==> config.mk <==
export PLATFORM = sky130hd
export DESIGN_NAME = serial_paralelo_flat
export DESIGN_NICKNAME = d
export VERILOG_FILES = /design/src/rtl/serial_paralelo_pkg.sv /design/src/rtl/serial_paralelo_if.sv /design/src/rtl/serial_paralelo_comma_detector.sv /design/src/rtl/serial_paralelo.sv /design/src/flat_wrapper.sv
export SDC_FILE = /design/constraint.sdc
export NUM_CORES = 1
export LEC_CHECK = 0
export CAP_MARGIN = 20
export CELL_PAD_IN_SITES_DETAIL_PLACEMENT = 1
export CELL_PAD_IN_SITES_GLOBAL_PLACEMENT = 1
export CORE_MARGIN = 5
export CORE_UTILIZATION = 44
export CTS_CLUSTER_DIAMETER = 60
export DETAILED_ROUTE_END_ITERATION = 8
export PLACE_DENSITY_LB_ADDON = 0.08
export SYNTH_ARGS = -nofsm -noshare
export SYNTH_HDL_FRONTEND = slang
export SYNTH_SLANG_ARGS = --single-unit
==> constraint.sdc <==
create_clock -name clk_32f -period 4.7 [get_ports clk_32f]
set_input_delay 0.94 -clock clk_32f [delete_from_list [all_inputs] [get_ports clk_32f]]
set_output_delay 0.94 -clock clk_32f [all_outputs]
set_load 0.01 [all_outputs]
==> src/rtl/serial_paralelo_pkg.sv <==
// Shared constants and state encoding for the serial link receiver (comma, byte width, FSM states).
package serial_paralelo_pkg;

  localparam int          DATA_WIDTH      = 8;
  localparam logic [7:0]  COMMA_BC        = 8'hBC;
  localparam int          BC_REQUIRED_DEF = 4;
  localparam int          BC_CNT_W        = 4;

  typedef enum logic [1:0] {
    SEARCH = 2'd0,
    SYNC   = 2'd1,
    ACTIVE = 2'd2
  } state_t;

  function automatic logic is_comma_byte(input logic [DATA_WIDTH-1:0] b);
    return b == COMMA_BC;
  endfunction

endpackage

==> src/rtl/serial_paralelo_if.sv <==
// Serial-in / byte-out link bundle; master drives the serial bit, slave returns the decoded bytes.
interface serial_paralelo_if;
  import serial_paralelo_pkg::*;

  logic                  data_in;
  logic [DATA_WIDTH-1:0] data_out;
  logic                  valid_out;
  logic                  byte_tick;
  logic                  active;

  modport master (
    output data_in,
    input  data_out,
    input  valid_out,
    input  byte_tick,
    input  active
  );

  modport slave (
    input  data_in,
    output data_out,
    output valid_out,
    output byte_tick,
    output active
  );

endinterface

==> src/rtl/serial_paralelo_comma_detector.sv <==
// Combinational compare of a candidate byte against the idle comma.
module serial_paralelo_comma_detector
  import serial_paralelo_pkg::*;
(
  input  logic [DATA_WIDTH-1:0] byte_in,
  output logic                  is_comma
);

  assign is_comma = is_comma_byte(byte_in);

endmodule

==> src/rtl/serial_paralelo.sv <==
// Serial-to-parallel receiver: hunts bit-granular for the comma, counts aligned commas, then
// rebuilds data bytes (MSB first) with a valid flag held for the whole byte period.
module serial_paralelo
  import serial_paralelo_pkg::*;
#(
  parameter int BC_REQUIRED = BC_REQUIRED_DEF
) (
  input logic              clk_32f,
  input logic              reset,
  serial_paralelo_if.slave link
);

  localparam logic [BC_CNT_W-1:0] BC_TARGET = BC_CNT_W'(BC_REQUIRED);

  state_t                state;
  logic [DATA_WIDTH-1:0] shreg;
  logic [DATA_WIDTH-1:0] next_byte;
  logic [DATA_WIDTH-1:0] data_q;
  logic [2:0]            bit_cnt;
  logic [BC_CNT_W-1:0]   bc_cnt;
  logic [BC_CNT_W-1:0]   bc_inc;
  logic                  valid_q;
  logic                  tick_q;
  logic                  active_q;
  logic                  is_comma;

  assign next_byte = {shreg[DATA_WIDTH-2:0], link.data_in};
  assign bc_inc    = bc_cnt + 1'b1;

  serial_paralelo_comma_detector u_comma (
    .byte_in  (next_byte),
    .is_comma (is_comma)
  );

  always_ff @(posedge clk_32f) begin
    if (reset) begin
      state    <= SEARCH;
      shreg    <= '0;
      bit_cnt  <= '0;
      bc_cnt   <= '0;
      data_q   <= '0;
      valid_q  <= 1'b0;
      tick_q   <= 1'b0;
      active_q <= 1'b0;
    end else begin
      shreg  <= next_byte;
      tick_q <= 1'b0;
      case (state)
        SEARCH: begin
          if (is_comma) begin
            bit_cnt <= '0;
            bc_cnt  <= {{(BC_CNT_W-1){1'b0}}, 1'b1};
            // A single-comma requirement is already met by the hunt hit itself.
            if (BC_TARGET == {{(BC_CNT_W-1){1'b0}}, 1'b1}) begin
              state    <= ACTIVE;
              active_q <= 1'b1;
            end else begin
              state <= SYNC;
            end
          end
        end
        SYNC: begin
          bit_cnt <= bit_cnt + 3'd1;
          if (bit_cnt == 3'd7) begin
            tick_q <= 1'b1;
            if (is_comma) begin
              bc_cnt <= bc_inc;
              if (bc_inc == BC_TARGET) begin
                state    <= ACTIVE;
                active_q <= 1'b1;
              end
            end else begin
              state  <= SEARCH;
              bc_cnt <= '0;
            end
          end
        end
        ACTIVE: begin
          bit_cnt <= bit_cnt + 3'd1;
          if (bit_cnt == 3'd7) begin
            tick_q <= 1'b1;
            if (is_comma) begin
              valid_q <= 1'b0;
            end else begin
              data_q  <= next_byte;
              valid_q <= 1'b1;
            end
          end
        end
        default: begin
          state  <= SEARCH;
          bc_cnt <= '0;
        end
      endcase
    end
  end

  assign link.data_out  = data_q;
  assign link.valid_out = valid_q;
  assign link.byte_tick = tick_q;
  assign link.active    = active_q;

endmodule

==> src/flat_wrapper.sv <==
// flat-port wrapper written by rule: the top's interface ports become plain ports
module serial_paralelo_flat import serial_paralelo_pkg::*;
#(
  parameter int BC_REQUIRED = BC_REQUIRED_DEF
)
  (clk_32f, reset, link_data_in, link_data_out, link_valid_out, link_byte_tick, link_active);
  serial_paralelo_if link_i ();
  input logic clk_32f;
  input logic reset;
  input wire logic [$bits(link_i.data_in)-1:0] link_data_in;
  output wire logic [$bits(link_i.data_out)-1:0] link_data_out;
  output wire logic [$bits(link_i.valid_out)-1:0] link_valid_out;
  output wire logic [$bits(link_i.byte_tick)-1:0] link_byte_tick;
  output wire logic [$bits(link_i.active)-1:0] link_active;
  assign link_i.data_in = link_data_in;
  assign link_data_out = link_i.data_out;
  assign link_valid_out = link_i.valid_out;
  assign link_byte_tick = link_i.byte_tick;
  assign link_active = link_i.active;
  serial_paralelo #(.BC_REQUIRED(BC_REQUIRED)) u_core (.clk_32f(clk_32f), .reset(reset), .link(link_i));
endmodule
Yosys cells after proc, flatten, opt, wreduce, memory -nomap -nowiden --
Index checks and enable logic that the tools add are counted.
Storage, ports and cells: register bits after elaboration 27, bits in latches 0, RAM bits 0, bits in read-only memories 0, input bits 3, output and inout bits 11, memories 0
Operators by class: add/subtract/negate cells 2, $mul 0, div/mod/pow operators 0, magnitude comparators 0, eq/ne operators 8, shift operators 0, mux-type cells 13, bitwise operators 3, reduce and logical (&&, ||, !) cells 10
Operators by type and width (number):
- two-way mux 4 bit | 3
- one-hot mux 4 bit (3 select lines) | 1
- == test 8 bit, second input constant | 1
- two-way mux 2 bit | 4
- AND reduction 4 bit | 2
- one-hot mux 2 bit (3 select lines) | 1
- one-hot mux 3 bit (2 select lines) | 1
- AND reduction 3 bit | 2
- adder 4 x 1 -> 4 bit, second input constant | 1
- == test 4 x 3 -> 1 bit, second input constant | 1
- != test 2 x 1 -> 1 bit, second input constant | 2
- AND reduction 2 bit | 2
- OR reduction 2 bit | 2
- adder 3 x 1 -> 3 bit, second input constant | 1
- == test 3 bit, second input constant | 1
- two-way mux 3 bit | 1
- != test 3 bit, second input constant | 1
- inverter 1 bit | 3
- == test 2 x 1 -> 1 bit, second input constant | 1
- == test 2 bit, second input constant | 1
- logical NOT 2 bit | 1
- two-way mux 1 bit | 2
- nonzero test 2 bit | 1

Logic depth before layout (Yosys ltp) --
Gate-level depths: netlist of the first run.
depth after elaboration 6, gate-level depth with buffers 7, depth with buffers taken out 6

Cells and area by module --
A second synthesis of the first run with hierarchy kept.
Second synthesis, totals: cells, all modules 131, area, all modules 1187.4 um^2
Modules (own cells, without submodules):
- serial_paralelo | times used 1, cells each 128, area an instance 1162.4 um^2, seq. area each 540.5 um^2
- serial_paralelo_comma_detector | times used 1, cells each 3, area an instance 25.0 um^2, seq. area each 0.0 um^2

Least setup slack after synthesis of the first run --
Ideal clock, no wire load.
path kind input port to flip-flop, start in link_data_in, end reg u_core.bit_cnt[0], arrival time 1902 ps, required time 4630 ps, setup slack 2728 ps, stages 4, path buffers 0, cell sequence and4bb_4 a21boi_4 or4b_1 a21oi_1
On the way: word-level cells in the longest chain between the ends 3
Ends and longest elaborated chain:
- start: declaration | line flat_wrapper.sv:10 | input wire logic [$bits(link_i.data_in)-1:0] link_data_in;
- == test 8 bit | line serial_paralelo_pkg.sv:16 | return b == COMMA_BC;
- != test 2 x 1 -> 1 bit (no line)
- AND reduction 2 bit (no line)
- end signal: assignment | line serial_paralelo.sv:63 | bit_cnt <= bit_cnt + 3'd1;
- end signal: assignment | line serial_paralelo.sv:79 | bit_cnt <= bit_cnt + 3'd1;
- end: declaration | line serial_paralelo.sv:19 | logic [2:0] bit_cnt;
No other way between the ends. A chain may end at the register's enable or synchronous reset.

Worst setup path in the final report of the first run --
start in link_data_in, end reg u_core.data_q[0], in the netlist u_core.link.data_out[0]
On the way: word-level cells in the longest chain between the ends 3
Ends and longest elaborated chain:
- == test 8 bit | line serial_paralelo_pkg.sv:16
- inverter 1 bit (no line)
- AND reduction 3 bit (no line)
- end signal: assignment | line serial_paralelo.sv:85 | data_q <= next_byte;
- end: declaration | line serial_paralelo.sv:18 | logic [DATA_WIDTH-1:0] data_q;
Parallel ways exist; a longest one is shown, timed or not.

==> results.py, run 1 <==
metrics = {
    "grt": {
        "grt-ovfl-total": 0,
        "antenna_found_initial": 0,
        "gr-usage-all-layers_pct": 14.9,
        "grt_pass1_vias": 880,
        "grt_pass1_wl_mm": 4.09,
        "grt_max_degree": 28,
    },
    "layout": {
        "syn_to_final_growth_pct": 15.4,
        "nets": 141,
        "final_layout_size_suffix_gt1_share_pct": 6.92,
        "antennaDiodeCount": 0,
        "fillers": 299,
    },
    "floorplanning": {
        "die_w_microns": 60.9,
        "ioPinCount": 14,
        "chipHeight_microns": 60.9,
        "dieArea_sq_um": 3710,
        "core_sq_um": 2480,
        "std_cell_rows": 18,
        "start_util_pct": 46.1,
    },
    "setup_path": {
        "cp_slowest_cell": "a21oi_1",
        "r2r_end": "u_core.link.data_out[0]",
        "crit_type": "in2reg",
        "r2r-start": "u_core.bit_cnt[0]",
        "reg2reg_slack_ns": 2.56,
        "end_kind": "flip-flop",
        "worstSetupStartpointType": "primary input",
        "crit_chain": "clkdlybuf4s50_1 -> and4bb_4 -> a21oi_1 -> mux2i_1 -> nor2_1",
        "critPathMaxFanout": 9,
        "required_ns": 4.89,
        "ff2ff_path_depth": 6,
        "critPathArrivalTime_ns": 2.79,
        "critical-path-max-stage-delay_ns": 0.77,
    },
    "power_and_ir_drop": {
        "pwr_density_cell_nw_per_um2": 270,
        "leakagePower_nw": 0.496,
        "ir_worst_vdd_mv": 0.196,
    },
    "synth": {
        "synth_enable_flop_cells": 0,
        "synth_warnings": 0,
        "synthCells": 118,
        "yosysTopAreaCell": "dfxtp_1",
        "yosysTopAreaCellShare_pct": 47.4,
        "yosysUniqueCellTypes": 28,
        "yosys-top-cells-count": "dfxtp_1 (27), nor2_1 (15), nor2b_1 (10)",
        "netlist_top_cells_area": "dfxtp_1 (47%), ha_1 (7.7%), mux2i_1 (7.0%), nor2b_1 (5.5%), nor2_1 (4.9%)",
        "synth_nets": 128,
        "seq_area_frac_synth_pct": 47.4,
        "syn_avg_cell_area_sq_um": 9.67,
        "yosys_most_used_dff": "dfxtp_1",
        "synth_seq_cells": 27,
        "yosysMostFrequentCell": "dfxtp_1",
        "synth_area_sq_um": 1140,
        "ys_async_sr_fraction_pct": 0,
    },
    "sta": {
        "fin_setup_tns_ns": 0,
        "setup_viol": 0,
        "fin_crit_ns": 2.59,
        "fin_worst_skew_ns": 0.00437,
        "period_share_pct": 55.1,
        "fmax_mhz": 386,
        "slew-limit-headroom_pct": 34.0,
        "hold_viol": 0,
        "tightest_slew_ns": 0.990,
        "hold_ws_ns": 0.493,
        "rsz0062_at_grt": "false",
        "slew_viol_final": 0,
    },
    "clock_tree": {
        "cts_buffers": 3,
        "path_clk_slew_ns": 0.15,
        "cts_tree": "built",
        "clk_latency_ns": 0.32,
        "postCtsSetupBuffers": 0,
        "ctsResizeCount": 0,
        "clockRootBuffer": "clkbuf_4",
        "clk_path_buf_depth": 2,
        "hold_buffers": 0,
        "cts.sinks": 27,
        "htree_num_levels": 1,
    },
    "drt": {
        "avgViaCountPerCell": 5.41,
        "drt_iter0_drc": 27,
        "finalWirelength_mm": 2.39,
        "ant_nets": 0,
        "first_pass_iters": 3,
        "vias": 866,
        "drc": 0,
        "wl_per_cell_microns": 14.9,
    },
    "place": {
        "place.gp.congestion": 0.713,
        "portBuffers": 13,
        "dp_hpwl_mm": 1.80,
    },
    "flow_run": {
        "max-cap-violations": 0,
    },
    "min_path": {
        "min_path_type": "reg2reg",
        "whs_path_depth": 1,
        "hp-start": "u_core.shreg[3]",
        "hold-path-endpoint": "u_core.shreg[4]",
    },
    "outcome": {
        "outcome": "finished clean",
    },
}
[report_power, final]
group | leakage (nW) | switching (mW) | internal (mW)
registers | 0.218 | 0.00160 | 0.231
logic | 0.260 | 0.0135 | 0.00881
clock network | 0.0177 | 0.0687 | 0.0319
total | 0.496 | 0.0838 | 0.272
[critical path, delay by kind of cell]
| family | cells | cell delay, ns |
|---|---|---|
| and+or+nand+nor | 2 | 0.29 |
| AOI/OAI and AO/OA | 1 | 0.77 |
| buffers and inverters | 1 | 0.49 |
| muxes | 1 | 0.29 |
[final cells by class]
type | count | area (sq um) | share of cell area [%]
clock buffers | 3 | 22.5 | 1.71
clock inverters | 1 | 5.00 | 0.380
inverters | 3 | 11.3 | 0.856
multi-input cells | 83 | 569 | 43.3
flip-flops and latches | 27 | 541 | 41.1
well taps | 30 | 37.5 | 2.85
repair buffers | 13 | 130 | 9.89
[layer usage]
metal	GRT usage (%)	routed length [microns]	vias up
met3	2.98	46	2
met2	25.2	1220	6
met5	0	0	-
li1	-	-	436
met1	18.2	1100	422
met4	6.50	24	0
[cell families (layout without fill, tap and decap cells)]
group,Yosys count,after routing,synth area share (%)
compound gates,23,23,12.9
fa+ha+maj,7,7,7.68
simple gates,45,45,22.3
mux,8,8,7.02
flops,27,27,47.4
buf+inv,8,20,2.74
[flip-flops by register name, indices dropped and copies added (netlist names)]
signal and flops:
u_core.link.data_out 8, u_core.state 2, u_core.shreg 7, u_core.link.active 1
u_core.link.valid_out 1, u_core.link.byte_tick 1, u_core.bit_cnt 3, u_core.bc_cnt 4
[per-stage QoR]
| step | setup slack (ns) | util [%] | total power, mW | cells | area, sq um |
|---|---|---|---|---|---|
| after global placement | 1.73 | 52.0 | 0.260 | 156 | 1290 |
| after floorplan | 2.73 | - | 0.254 | 118 | 1140 |
| final | 2.11 | 53.1 | 0.356 | 160 | 1320 |
| after detailed placement | 1.71 | 52.0 | 0.260 | 156 | 1290 |
| after CTS | 2.07 | 53.1 | 0.361 | 160 | 1320 |
| after global routing | 1.98 | 53.1 | 0.375 | 160 | 1320 |
[cells in the final DEF (no fill, tap or decap), drive strengths merged, types with 2 or more instances in the layout]
cell	count
nor2b	10
o21ai	7
nor3	4
and3	2
nand4	2
clkdlybuf4s50	13
a31oi	3
a21oi	8
inv	3
ha	7
clkbuf	3
nand2	3
mux2i	8
nor2	15
nand4b	2
dfxtp	27
[how the worst max path moves through the flow]
stage                            start                 endpoint  slack, ns  depth (start not counted)
final                     link_data_in  u_core.link.data_out[0]       2.11                          5
after global routing      link_data_in  u_core.link.data_out[1]       1.98                          5
after CTS                 link_data_in  u_core.link.data_out[0]       2.07                          5
after detailed placement  link_data_in  u_core.link.data_out[0]       1.71                          5
after global placement    link_data_in  u_core.link.data_out[1]       1.73                          5
after floorplan           link_data_in        u_core.bit_cnt[0]       2.73                          4
Note: power is estimated with default switching activity, not from simulation.
==> run 2: changes to the inputs <==
CORE_UTILIZATION = 41   (was 44)
clock period = 2.7 ns   (was 4.7 ns; I/O delays follow)
==> run 2 against run 1 <==
Net effect:
- power is 76% higher
- largest cell class unchanged
- critical path depth is 4 lower
- sequential cell count did not move
- via count rose by 1.4%
- register-to-register slack got worse by 1.6 ns
- utilization decreased by 3.6 points
==> results.py, run 2 (same netlist as run 1, synthesis figures left out) <==
metrics = {
    "layout": {
        "antennaDiodeCount": 0,
        "mostFrequentLayoutCell": "dfxtp_1",
        "nets": 144,
        "mostFrequentLayoutCells": "dfxtp_1 (27), nor2_1 (15), clkdlybuf4s50_1 (13)",
        "design_area_sq_um": 1340,
        "utilization_pct": 49.5,
        "final_layout_size_suffix_gt1_share_pct": 9.02,
        "syn_to_final_growth_pct": 17.7,
        "largest_reg_flops": 8,
    },
    "setup_path": {
        "crit_type": "reg2out",
        "reg2reg_slack_ns": 1.00,
        "critPathTopFamily": "buffers and inverters",
        "required_ns": 2.16,
        "path_buf_inv": 1,
        "critical-path-max-stage-delay_ns": 0.53,
        "worstSetupStartpointType": "flip-flop",
        "critPathArrivalTime_ns": 1.23,
        "end_kind": "output port",
        "critPathMaxFanout": 2,
        "crit_chain": "clkdlybuf4s50_1",
        "cp_slowest_cell": "clkdlybuf4s50_1",
    },
    "sta": {
        "slew-limit-headroom_pct": 67.9,
        "period_share_pct": 65.6,
        "tightest_slew_ns": 0.480,
        "fin_worst_skew_ns": 0.0123,
        "fmax_mhz": 564,
        "hold_viol": 0,
        "slew_viol_final": 0,
        "rsz0062_at_grt": "false",
        "setup_viol": 0,
        "hold_ws_ns": 0.492,
        "fin_crit_ns": 1.77,
        "fin_setup_tns_ns": 0,
    },
    "grt": {
        "grt_pass1_vias": 929,
        "grt-ovfl-total": 0,
        "grt_pass1_wl_mm": 4.15,
        "gr-usage-all-layers_pct": 12.9,
        "antenna_found_initial": 0,
        "grt_max_degree": 17,
    },
    "floorplanning": {
        "die_w_microns": 62.8,
        "dieArea_sq_um": 3940,
        "core_sq_um": 2710,
        "start_util_pct": 42.1,
        "ioPinCount": 14,
        "chipHeight_microns": 62.8,
        "std_cell_rows": 19,
    },
    "min_path": {
        "min_path_type": "reg2reg",
    },
    "place": {
        "place.gp.congestion": 0.778,
        "dp_hpwl_mm": 1.76,
        "dpl-instance-area_sq_um": 1310,
        "portBuffers": 13,
    },
    "clock_tree": {
        "cts_buffers": 3,
        "clk_latency_ns": 0.33,
        "hold_buffers": 0,
        "clk_path_buf_depth": 2,
        "clockRootBuffer": "clkbuf_4",
        "ctsResizeCount": 0,
        "cts.sinks": 27,
        "cts_tree": "built",
        "postCtsSetupBuffers": 0,
        "htree_num_levels": 1,
        "path_clk_slew_ns": 0.15,
    },
    "drt": {
        "first_pass_iters": 3,
        "avgViaCountPerCell": 5.35,
        "wl_met1_mm": 1.13,
        "wl_per_cell_microns": 13.9,
        "met2_length_mm": 1.03,
        "met3_length_microns": 76,
        "vias": 878,
        "top_layer": "met4",
        "ant_nets": 0,
        "finalWirelength_mm": 2.28,
        "drt_iter0_drc": 20,
        "drc": 0,
    },
    "power_and_ir_drop": {
        "ir_worst_vdd_mv": 0.354,
        "pwr_density_cell_nw_per_um2": 466,
        "leakagePower_nw": 0.507,
        "p_total_mw": 0.625,
    },
    "flow_run": {
        "max-cap-violations": 0,
    },
    "outcome": {
        "outcome": "finished clean",
    },
}
run 2: area by class of cell:
type	instances	area (sq um)
Fill cell	326	1370
Clock inverter	1	7.51
Sequential cell	27	541
Timing Repair Buffer	16	153
Inverter	3	11.3
Clock buffer	3	22.5
Tap cell	31	38.8
Multi-Input combinational cell	83	569
run 2: report_power, final:
group          switching [mW]  internal [mW]  total (mW)
registers             0.00277          0.402       0.405
logic                  0.0228         0.0171      0.0399
clock network           0.124         0.0568       0.180
run 2: routing by layer:
layer / up-vias / GRT usage, %
li1: 445 / -
met1: 416 / 15.3
met2: 12 / 21.4
met3: 5 / 3.42
met4: 0 / 6.37
met5: - / 0
run 2: final timing paths:
kind	startpoint	endpoint	depth (start not counted)
worst max-delay path	u_core.link.data_out[1]	link_data_out[1]	1
worst min-delay path	u_core.bit_cnt[1]	u_core.bit_cnt[1]	2
worst max register to register	u_core.state[1]	u_core.bc_cnt[0]	6
worst min register to register	u_core.bit_cnt[1]	u_core.bit_cnt[1]	2
run 2: through the flow:
| step | setup slack, ns | instances |
|---|---|---|
| 2_1_floorplan | 1.12 | 118 |
| 3_3_place_gp | 0.611 | 160 |
| 3_5_place_dp | 0.593 | 160 |
| 4_1_cts | 0.906 | 164 |
| 5_1_grt | 0.775 | 164 |
| 6_report | 0.928 | 164 |
==> run 3: changes to the inputs <==
clock period = 1.7 ns   (was 2.7 ns; I/O delays follow)
==> run 3 against run 2 <==
Net effect:
- first-iteration DRC count grew 75%
- critical path depth increased by 5
- non-clock buffer count up 4
- clock power rose by 71%
- highest routed layer unchanged
- critical endpoint is now u_core.bc_cnt[0]
- hold slack improved by 0.00073 ns
- power up 64%
- routed wire length up 12%
- sequential power up 59%
- design area is 3.0% higher
- worst setup slack worse by 0.83 ns
- register-to-register slack worse by 0.90 ns
- utilization grew 1.5 points
==> results.py, run 3 (same netlist as run 1, synthesis figures left out) <==
metrics = {
    "clock_tree": {
        "path_clk_slew_ns": 0.16,
        "cts_buffers": 3,
        "clockRootBuffer": "clkbuf_4",
        "clk_latency_ns": 0.34,
        "cts.sinks": 27,
        "cts_tree": "built",
        "htree_num_levels": 1,
        "postCtsSetupBuffers": 0,
        "clk_path_buf_depth": 2,
    },
    "min_path": {
        "hp-start": "u_core.shreg[3]",
        "min_path_type": "reg2reg",
        "whs_path_depth": 1,
        "hold-path-endpoint": "u_core.shreg[4]",
    },
    "sta": {
        "fin_crit_ns": 1.60,
        "period_share_pct": 94.0,
        "hold_ws_ns": 0.492,
        "slew-limit-headroom_pct": 81.2,
        "slew_viol_final": 0,
        "fmax_mhz": 626,
        "hold_viol": 0,
        "fin_worst_skew_ns": 0.0114,
        "fin_setup_tns_ns": 0,
        "tightest_slew_ns": 0.282,
        "worst_slack_ns": 0.102,
        "rsz0062_at_grt": "false",
        "setup_viol": 0,
    },
    "layout": {
        "largest_reg_flops": 8,
        "antennaDiodeCount": 0,
        "mostFrequentLayoutCell": "dfxtp_1",
        "syn_to_final_growth_pct": 21.2,
        "mostFrequentLayoutCells": "dfxtp_1 (25), nor2_1 (15), clkdlybuf4s50_1 (13)",
        "nets": 148,
        "final_layout_size_suffix_gt1_share_pct": 14.6,
        "utilization_pct": 51.0,
        "final_cells": 168,
    },
    "power_and_ir_drop": {
        "pwr_density_cell_nw_per_um2": 740,
        "leakagePower_nw": 0.529,
        "ir_worst_vdd_mv": 0.510,
    },
    "setup_path": {
        "reg2reg_slack_ns": 0.10,
        "critPathArrivalTime_ns": 1.85,
        "r2r-start": "u_core.bit_cnt[0]",
        "ff2ff_path_depth": 6,
        "r2r_end": "u_core.bc_cnt[0]",
        "end_kind": "flip-flop",
        "crit_type": "reg2reg",
        "critPathMaxFanout": 6,
        "worstSetupStartpointType": "flip-flop",
        "required_ns": 1.95,
    },
    "place": {
        "place.gp.congestion": 0.825,
        "dp_hpwl_mm": 1.88,
        "dp.cells": 164,
        "dp_worst_setup_slack_ns": -0.190,
        "portBuffers": 13,
    },
    "drt": {
        "met2_length_mm": 1.26,
        "ant_nets": 0,
        "met3_length_microns": 72,
        "avgViaCountPerCell": 5.48,
        "finalWirelength_mm": 2.57,
        "top_layer": "met4",
        "wl_per_cell_microns": 15.3,
        "first_pass_iters": 4,
        "drc": 0,
        "drt_iter0_drc": 35,
        "vias": 921,
        "wl_met1_mm": 1.17,
    },
    "floorplanning": {
        "ioPinCount": 14,
        "start_util_pct": 42.1,
        "std_cell_rows": 19,
        "core_sq_um": 2710,
        "dieArea_sq_um": 3940,
        "chipHeight_microns": 62.8,
        "die_w_microns": 62.8,
    },
    "grt": {
        "grt_pass1_wl_mm": 4.56,
        "grt-ovfl-total": 0,
        "gr-usage-all-layers_pct": 14.3,
        "antenna_found_initial": 0,
        "grt_pass1_vias": 958,
        "grt_max_degree": 28,
    },
    "outcome": {
        "outcome": "finished clean",
    },
    "flow_run": {
        "max-cap-violations": 0,
    },
}
-- run 3: layout make-up --
type | count | area, sq um
timing repair buffer | 20 | 183
sequential | 27 | 543
multi-input combinational | 83 | 576
clock buffer | 3 | 22.5
clock inverter | 1 | 8.76
inverter | 3 | 11.3
tap | 31 | 38.8
fill | 310 | 1330
-- run 3: report_power, final --
part | internal (mW) | switching [mW]
Combinational | 0.0323 | 0.0399
Sequential | 0.639 | 0.00462
Clock | 0.0964 | 0.211
Total | 0.768 | 0.256
-- run 3: worst max-delay path: stages, from the launching register on --
cell,delay [ns]
dfxtp_2,0.37
ha_1,0.15
ha_2,0.22
nor2b_1,0.08
or2_2,0.34
a211oi_1,0.25
nor3_1,0.08
-- run 3: stage by stage --
| stage | instance area (sq um) | power [mW] |
|---|---|---|
| after global placement | 1340 | 0.727 |
| after detailed placement | 1340 | 0.729 |
| after CTS | 1380 | 1.04 |
| after floorplan | 1140 | 0.701 |
| final | 1380 | 1.02 |
| after global routing | 1380 | 1.09 |
-- run 3: layer usage --
layer  GRT usage [%]  vias up
li1                -      448
met1            18.1      454
met2            23.2       14
met3            2.70        5
met4            7.16        0
met5               0        -
-- run 3: worst max path at each step --
| stage | to | depth (start not counted) | from | slack, ns |
|---|---|---|---|---|
| 6_report | u_core.bc_cnt[0] | 6 | u_core.bit_cnt[0] | 0.10 |
| 5_1_grt | u_core.bc_cnt[0] | 6 | u_core.bit_cnt[0] | 0.004 |
| 4_1_cts | u_core.link.data_out[4] | 7 | u_core.bit_cnt[0] | 0.03 |
| 3_5_place_dp | u_core.bit_cnt[0] | 5 | link_data_in | -0.19 |
| 3_3_place_gp | u_core.bit_cnt[0] | 5 | link_data_in | -0.12 |
| 2_1_floorplan | u_core.bc_cnt[0] | 7 | u_core.state[1] | 0.12 |
-- run 3: what timing repair did --
action | in CTS | in global routing
endpoints found under the hold margin | 0 | 0
setup endpoints to repair | 3 | 9
resized for setup | 1 | 3
pin swaps | 0 | 0
hold buffers | 0 | 0
